## src/rtl/latch_bank_sequencer.sv

```systemverilog
// Loader for latch-based config banks: assembles a WIDTH-bit word from 32-bit bus writes and
// sweeps one-hot latch enables (full chain or one row) with programmable setup/pulse timing.
module latch_bank_sequencer #(
  parameter int DEPTH     = 8,
  parameter int WIDTH     = 64,
  parameter int SETUP_CYC = 1,
  parameter int PULSE_CYC = 1,
  parameter int AUTO_LOAD = 1
) (
  input  logic             clk,
  input  logic             rst_n,
  input  logic             write_req,
  input  logic [5:0]       address,
  input  logic [31:0]      data_in,
  output logic [WIDTH-1:0] config_data,
  output logic [DEPTH-1:0] latch_en,
  output logic             busy,
  output logic             done,
  output logic             err
);

  localparam int NW     = (WIDTH + 31) / 32;
  localparam int LAST_W = WIDTH - 32 * (NW - 1);
  localparam int MAXC   = (SETUP_CYC > PULSE_CYC) ? SETUP_CYC : PULSE_CYC;
  localparam int PW     = $clog2(MAXC + 1);
  localparam int RW     = $clog2(DEPTH);

  localparam logic [PW-1:0] SETUP_LAST = PW'(SETUP_CYC - 1);
  localparam logic [PW-1:0] PULSE_LAST = PW'(PULSE_CYC - 1);
  localparam logic [RW-1:0] TOP_ROW    = RW'(DEPTH - 1);

  typedef enum logic [1:0] {
    S_IDLE  = 2'd0,
    S_SETUP = 2'd1,
    S_PULSE = 2'd2
  } state_t;

  state_t           state_q, state_d;
  logic [WIDTH-1:0] config_q, config_d;
  logic [RW-1:0]    row_q, row_d;
  logic [PW-1:0]    phase_q, phase_d;
  logic             single_q, single_d;
  logic [DEPTH-1:0] latch_en_q, latch_en_d;
  logic             done_q, done_d;
  logic             err_q, err_d;

  // write_req is a single-cycle strobe with no back-pressure: every strobe is consumed on the
  // edge it is sampled, either acted on, silently dropped, or flagged through err.
  logic [3:0] word_idx;
  logic       aligned;
  logic       is_cmd;
  logic       is_data;
  logic       cmd_abort;
  logic       cmd_run;

  assign word_idx  = address[5:2];
  assign aligned   = (address[1:0] == 2'b00);
  assign is_cmd    = write_req && aligned && (word_idx == 4'hF);
  assign is_data   = write_req && aligned && (int'(word_idx) < NW);
  assign cmd_abort = is_cmd && data_in[31];
  assign cmd_run   = is_cmd && !data_in[31];

  always_ff @(posedge clk or negedge rst_n) begin
    if (!rst_n) begin
      state_q    <= S_IDLE;
      config_q   <= '0;
      row_q      <= '0;
      phase_q    <= '0;
      single_q   <= 1'b0;
      latch_en_q <= '0;
      done_q     <= 1'b0;
      err_q      <= 1'b0;
    end else begin
      state_q    <= state_d;
      config_q   <= config_d;
      row_q      <= row_d;
      phase_q    <= phase_d;
      single_q   <= single_d;
      latch_en_q <= latch_en_d;
      done_q     <= done_d;
      err_q      <= err_d;
    end
  end

  always_comb begin
    state_d  = state_q;
    config_d = config_q;
    row_d    = row_q;
    phase_d  = phase_q;
    single_d = single_q;
    done_d   = 1'b0;
    err_d    = err_q;
    unique case (state_q)
      S_IDLE: begin
        if (is_data) begin
          for (int k = 0; k < NW - 1; k++) begin
            if (word_idx == 4'(k)) config_d[32*k +: 32] = data_in;
          end
          if (int'(word_idx) == NW - 1) begin
            config_d[WIDTH-1 -: LAST_W] = data_in[LAST_W-1:0];
            if (AUTO_LOAD != 0) begin
              state_d  = S_SETUP;
              single_d = 1'b0;
              row_d    = TOP_ROW;
              phase_d  = '0;
            end
          end
        end else if (cmd_run) begin
          err_d = 1'b0;
          if (data_in[8] && (int'(data_in[4:0]) >= DEPTH)) begin
            err_d = 1'b1;
          end else begin
            state_d  = S_SETUP;
            single_d = data_in[8];
            row_d    = data_in[8] ? data_in[RW-1:0] : TOP_ROW;
            phase_d  = '0;
          end
        end
      end
      S_SETUP: begin
        if (phase_q == SETUP_LAST) begin
          state_d = S_PULSE;
          phase_d = '0;
        end else begin
          phase_d = phase_q + PW'(1);
        end
      end
      S_PULSE: begin
        if (phase_q == PULSE_LAST) begin
          phase_d = '0;
          // Row 0 is the last one of a sweep, so the counter never steps below zero.
          if (single_q || (row_q == '0)) begin
            state_d = S_IDLE;
            done_d  = 1'b1;
          end else begin
            row_d   = row_q - RW'(1);
            state_d = S_SETUP;
          end
        end else begin
          phase_d = phase_q + PW'(1);
        end
      end
      default: state_d = S_IDLE;
    endcase
    if ((state_q != S_IDLE) && (is_data || cmd_run)) err_d = 1'b1;
    // Abort beats everything, including a completion landing on the same edge.
    if (cmd_abort) begin
      state_d = S_IDLE;
      phase_d = '0;
      done_d  = 1'b0;
    end
  end

  always_comb begin
    latch_en_d = '0;
    if (state_d == S_PULSE) latch_en_d = DEPTH'(1) << row_d;
    busy = (state_q != S_IDLE);
  end

  assign config_data = config_q;
  assign latch_en    = latch_en_q;
  assign done        = done_q;
  assign err         = err_q;

endmodule
```

## config.mk

```make
export PLATFORM = sky130hd
export DESIGN_NAME = latch_bank_sequencer
export DESIGN_NICKNAME = d
export VERILOG_FILES = /design/src/rtl/latch_bank_sequencer.sv
export SDC_FILE = /design/constraint.sdc
export NUM_CORES = 1
export LEC_CHECK = 0
export ABC_AREA = 0
export ABC_CLOCK_PERIOD_IN_PS = 2300
export CAP_MARGIN = 20
export CORE_MARGIN = 2
export CORE_UTILIZATION = 45
export DETAILED_ROUTE_END_ITERATION = 6
export HOLD_SLACK_MARGIN = 0.05
export PLACE_DENSITY = 0.8
export SETUP_SLACK_MARGIN = 0.05
export SLEW_MARGIN = 20
export SYNTH_ARGS = -nofsm -noshare
export SYNTH_HDL_FRONTEND = slang
export SYNTH_SLANG_ARGS = --single-unit
export TNS_END_PERCENT = 30
```

## constraint.sdc

```tcl
create_clock -name clk -period 2.3 [get_ports clk]
set_clock_uncertainty 0.2 [all_clocks]
set_input_delay 0.345 -clock clk [delete_from_list [all_inputs] [get_ports clk]]
set_output_delay 0.345 -clock clk [all_outputs]
set_load 0.01 [all_outputs]
```

=== Word-level counts from Yosys, hierarchy flattened ===
Index checks and enable logic that the tools add are counted.

* Input bits: 41
* Output and inout bits: 75
* Register bits: 81
* Logic and storage cells: 87

* Muxes and demuxes: 37
* Shift operators: 1
* Add/subtract/negate cells: 2
* $lt $le $gt $ge: 2
* Equality and inequality tests: 11
* Reduce and logical (&&, ||, !) cells: 25

{| class="wikitable"
|+ Operators with widths
! cell !! number
|-
| 3-bit two-way mux || 7
|-
| 1-bit two-way mux || 19
|-
| 2-bit two-way mux || 7
|-
| 4-bit inequality test (second input constant) || 3
|-
| 3-bit AND reduction || 3
|-
| 8-bit two-way mux || 1
|-
| 4-bit AND reduction || 2
|-
| 2-bit nonzero test || 4
|-
| 1-bit by 3-bit left shift with 8-bit output (first input constant) || 1
|-
| 1-bit logical AND || 7
|-
| 2-bit case mux with 3 select lines || 1
|-
| 3-bit case mux with 2 select lines || 1
|-
| 5-bit by 4-bit >= comparator with 1-bit output (second input constant) || 1
|-
| 2-bit == test (second input constant) || 2
|-
| 4-bit by 2-bit == test with 1-bit output (second input constant) || 1
|-
| 4-bit == test (second input constant) || 1
|-
| 2-bit logical NOT || 2
|-
| 4-bit logical NOT || 1
|-
| 4-bit by 2-bit < comparator with 1-bit output (second input constant) || 1
|-
| 2-bit by 1-bit inequality test with 1-bit output (second input constant) || 2
|-
| 3-bit logical NOT || 1
|-
| 3-bit nonzero test || 1
|-
| 3-bit by 1-bit subtractor with 3-bit output (second input constant) || 1
|-
| 2-bit by 1-bit == test with 1-bit output (second input constant) || 1
|-
| other kinds (6) || 7
|}

=== Depth between registers and ports, before layout ===
* Word-level depth: 10
* Gate-level depth with buffers: 7
* Depth with buffers taken out: 7

=== Worst setup path after synthesis ===
No wires, ideal clock.

* Kind: flip-flop to flip-flop
* Start: register row_q[0]
* End: register latch_en_q[3] (netlist: latch_en[3])
* Path buffers: 0
* Period minus slack after synthesis: 2136 ps
* Required time: 2031 ps
* Path slack: 164 ps
* Data arrival time: 1867 ps
* Library setup time: 69 ps
* Stages on the path, launching flop included: 8
* Path through: dfrtp_1 > inv_1 > ha_1 > nor2b_1 > nor3_1 > nor2_1 > a221oi_4 > and4b_1

* Elaborated cells between the ends (all ways): 17
* Those cells by class: add/sub (1); eq/ne (1); shift (1); mux (12); reduce/logical (2)

{| class="wikitable"
|+ RTL lines
! element !! RTL line !! text
|-
| start, declared || 40 || <nowiki>logic [RW-1:0] row_q, row_d;</nowiki>
|-
| start signal, assigned || 76 || <nowiki>row_q <= row_d;</nowiki>
|-
| branches (longest 2 deep; another with 3-bit by 1-bit subtractor with 3-bit output) || - ||
|-
| 3-bit two-way mux (*) || 132 || <nowiki>if (single_q || (row_q == '0)) begin</nowiki>
|-
| 3-bit two-way mux (*) || 129 || <nowiki>if (phase_q == PULSE_LAST) begin</nowiki>
|-
| 3-bit case mux with 2 select lines (*) || 93 || <nowiki>unique case (state_q)</nowiki>
|-
| via row_d[1] || 40 ||
|-
| 1-bit by 3-bit left shift with 8-bit output (*) || 156 || <nowiki>if (state_d == S_PULSE) latch_en_d = DEPTH'(1) << row_d;</nowiki>
|-
| 8-bit two-way mux (*) || 156 ||
|-
| via latch_en_d[3] || 43 || <nowiki>logic [DEPTH-1:0] latch_en_q, latch_en_d;</nowiki>
|-
| end signal, assigned || 79 || <nowiki>latch_en_q <= latch_en_d;</nowiki>
|-
| end, declared || 43 ||
|}

Mark *: on every way through the listed nets, which the timed path passes.
A chain may end at the register's enable or synchronous reset.

=== Final worst setup path ===
* Start: register row_q[0]
* End: register latch_en_q[7] (netlist: latch_en[7])

* Word-level cells in the longest chain between the ends: 8
* Elaborated cells between the ends (all ways): 17
* Those cells by class: add/sub (1); eq/ne (1); shift (1); mux (12); reduce/logical (2)

{| class="wikitable"
|+ Ends and longest elaborated chain
! element !! RTL line !! text
|-
| 3-bit logical NOT || 132 ||
|-
| 1-bit logical OR || 132 ||
|-
| 1-bit two-way mux || 132 ||
|-
| 2-bit two-way mux || 129 ||
|-
| 2-bit case mux with 3 select lines || 93 ||
|-
| 2-bit two-way mux || 147 || <nowiki>if (cmd_abort) begin</nowiki>
|-
| 2-bit == test || 156 ||
|-
| 8-bit two-way mux (*) || 156 ||
|-
| via latch_en_d[7] || 43 ||
|}

Mark *: on every way through the listed nets, which the timed path passes. The rest lies on a longest branch.

==> results.tsv <==
metric	value	unit
CP max stage delay	0.49	ns
grt total ovfl	0	
Vert. Die Dim	89.22	um
number of flops mapped to enable cells by yosys	0	
post-synthesis adder-cell area fraction	0.007657	
layout net count	417	
Synth Instances	223	
layout cells sized above 1	0.3087	
gr usage total	0.1942	
Critical Path Sink Type	register	
# rows	31	
top_reg_cell synth	dfrtp_1	
Synth warnings	0	
Worst EP arrival	2.21	ns
unrepaired setup endpoints after global routing	false	
Reg2Reg Depth	7	
main combinational cell family by area after synthesis	multiplexers	
Hold Path Class	in -> async	
Avg Cell Area, Syn	14.66	um2
FF/Latch Area	0.002002	mm2
Post-Place Cell Area	0.004692	mm2
Pleak	2.390	nW
Hold Fails Final Rpt	0	
Die Area	0.007960	mm2
area growth from synthesis to layout	56.05	%
Max FO, Critical Path	6	
Synth Area in XOR/XNOR	0	
crit-path leading delay family	simple AND/OR/NAND/NOR gates	
Cell Area, Synth	0.003268	mm2
drt first pass iters	4	
initial antenna violation count	0	
final setup fails	0	
detailed-route via count	2426	
IO Count	116	
register area share after synthesis	0.6126	
power density over the cells	787.3	mW/mm2
FF-to-FF setup slack	0.12	ns
design area	0.005100	mm2
GPL Wtd Cong	0.8435	
syn nets	266	
WL final	7733	um
Max VDD drop	0.5124	mV
mux share of post-synthesis cell area	0.2167	
status	finished clean	
most numerous cell in the Yosys netlist	dfrtp_1	
Worst R2R End	latch_en[7]	
CP Class	reg -> reg	
FMAX	458.9	MHz
core area	0.007137	mm2
CTS buffer count	9	
compound-gate portion of the synthesized area	0.04939	
Rel. slew slack	0.6472	
Die W	89.22	um
clk sinks	80	
Fill cells	525	
Critical Path RT	2.34	ns
Routed Antenna Nets	0	
number of port buffers	115	
simple-gate share of the synthesized area	0.09380	
Worst setup SP type	register	
pins over their slew limit	0	
Final Cycle Share	0.9474	
max cap viols	0	
initial drt markers	77	
clk root buf	clkbuf_8	
worst-skew pair later-pin latency	0.34	ns
effective utilization at floorplan	0.4579	
Synth cell types	43	
Vias/cell	5.075	
Worst path slowest cell	or4_4	
CTS H-tree lvls	3	
worst r2r src	row_q[0]	
Worst-path clk slew	0.08	ns
Synth top cells by count	dfrtp_1 (80), mux2_2 (53), mux2_1 (9), nand2_1 (8)	
top-area cell type share of the netlist area	0.6126	
pin count of the biggest net entering global routing	34	
Synth area leaders	dfrtp_1 (61%), mux2_2 (18%), mux2_1 (3.1%)	
Tmin final	2.179	ns
TritonCTS clock tree	built	
maximum clock path buffer count	2	
DRC errors left	0	
Yosys top cell by area	dfrtp_1	
multi-input logic area	0.001265	mm2
routed len/inst	16.18	um
antenna diode instance count	0	
worst hold slack	0.2436	ns
vias in the first global route	2368	
first-pass GRT wire length	11610	um
FF+latch count, synth	80	
Cell Chain, Critical Path	inv_2 -> ha_4 -> nor2b_4 -> or4_4 -> a21boi_2 -> a211o_1 -> and4bb_1	
hpwl dp	5347	um
Crit. path cell count	7	
Slew @ Worst Pin	0.5281	ns
fraction of registers with async set or reset after synthesis	1.000	
CP Buf/Inv Count	1	
==> final cells by class <==
| cell class | instances | share of cell area |
|---|---|---|
| Multi-Input combinational cell | 130 | 0.2480 |
| Clock buffer | 9 | 0.02429 |
| Inverter | 7 | 0.005152 |
| Sequential cell | 80 | 0.3925 |
| Timing Repair Buffer | 146 | 0.2777 |
| Tap cell | 99 | 0.02429 |
| Clock inverter | 7 | 0.02797 |
==> state kept, by name, indices dropped and copies added (netlist names) <==
register / cells
config_data: 64
done: 1
err: 1
latch_en: 8
row_q: 3
single_q: 1
state_q: 2
==> cell usage in the layout (no fill, tap or decap), drive strengths merged, types with 2 or more instances in the layout <==
cell type	instances
and3b	2
mux2	62
ha	2
nand3b	2
a221oi	2
dlymetal6s2s	3
inv	8
nand2	8
buf	31
nor3	7
clkinv	2
bufinv	4
a21oi	2
nor3b	4
nor2	4
clkbuf	9
dfrtp	80
o21ai	7
a211o	2
nor4	3
nand2b	3
clkdlybuf4s50	111
==> timing repair <==
action | in CTS | in global routing
gates resized for setup | 0 | 12
buffers inserted | 0 | 8
hold buffers | 1 | 0
endpoints found under the setup margin | 0 | 8
endpoints found under the hold margin | 25 | 0
==> cells by family (layout without fill, tap and decap cells) <==
group           Yosys count  count (layout)
fa+ha+maj                 2               2
compound gates           20              22
buf+inv                  15             169
mux                      63              63
simple gates             43              43
flops                    80              80
==> through the flow <==
stage / utilization / setup WS (ns) / instances / setup TNS [ns] / total power [mW]
after global placement: 0.6574 / -0.2285 / 451 / -8.733 / 2.478
after detailed placement: 0.6574 / -0.3126 / 451 / -11.26 / 2.513
after CTS: 0.6962 / 0.05726 / 468 / 0 / 3.875
after floorplan: - / 0.1644 / 223 / 0 / 2.030
after global routing: 0.7146 / 0.01837 / 478 / 0 / 4.201
final: 0.7146 / 0.1209 / 478 / 0 / 4.015
==> per-layer routing <==
metal,track usage,wire (um),vias to the layer above
met4,0.08277,116,0
met1,0.2360,3239,1203
li1,-,-,1126
met2,0.3165,3783,86
met5,0,0,-
met3,0.06648,594,11
==> where the power goes <==
| part | switching (mW) | total [mW] | internal, mW |
|---|---|---|---|
| Sequential | 0.104 | 1.67 | 1.57 |
| Combinational | 0.403 | 0.987 | 0.584 |
| Clock | 0.523 | 1.36 | 0.835 |
==> how the worst max path moves through the flow <==
stage | start | slack, ns | to
after floorplan | row_q[0] | 0.16 | latch_en[3]
after global placement | write_req | -0.23 | latch_en[3]
after detailed placement | write_req | -0.31 | latch_en[3]
after CTS | write_req | 0.06 | latch_en[3]
after global routing | row_q[0] | 0.02 | latch_en[7]
final | row_q[0] | 0.12 | latch_en[7]
Note: power is estimated with default switching activity, not from simulation.
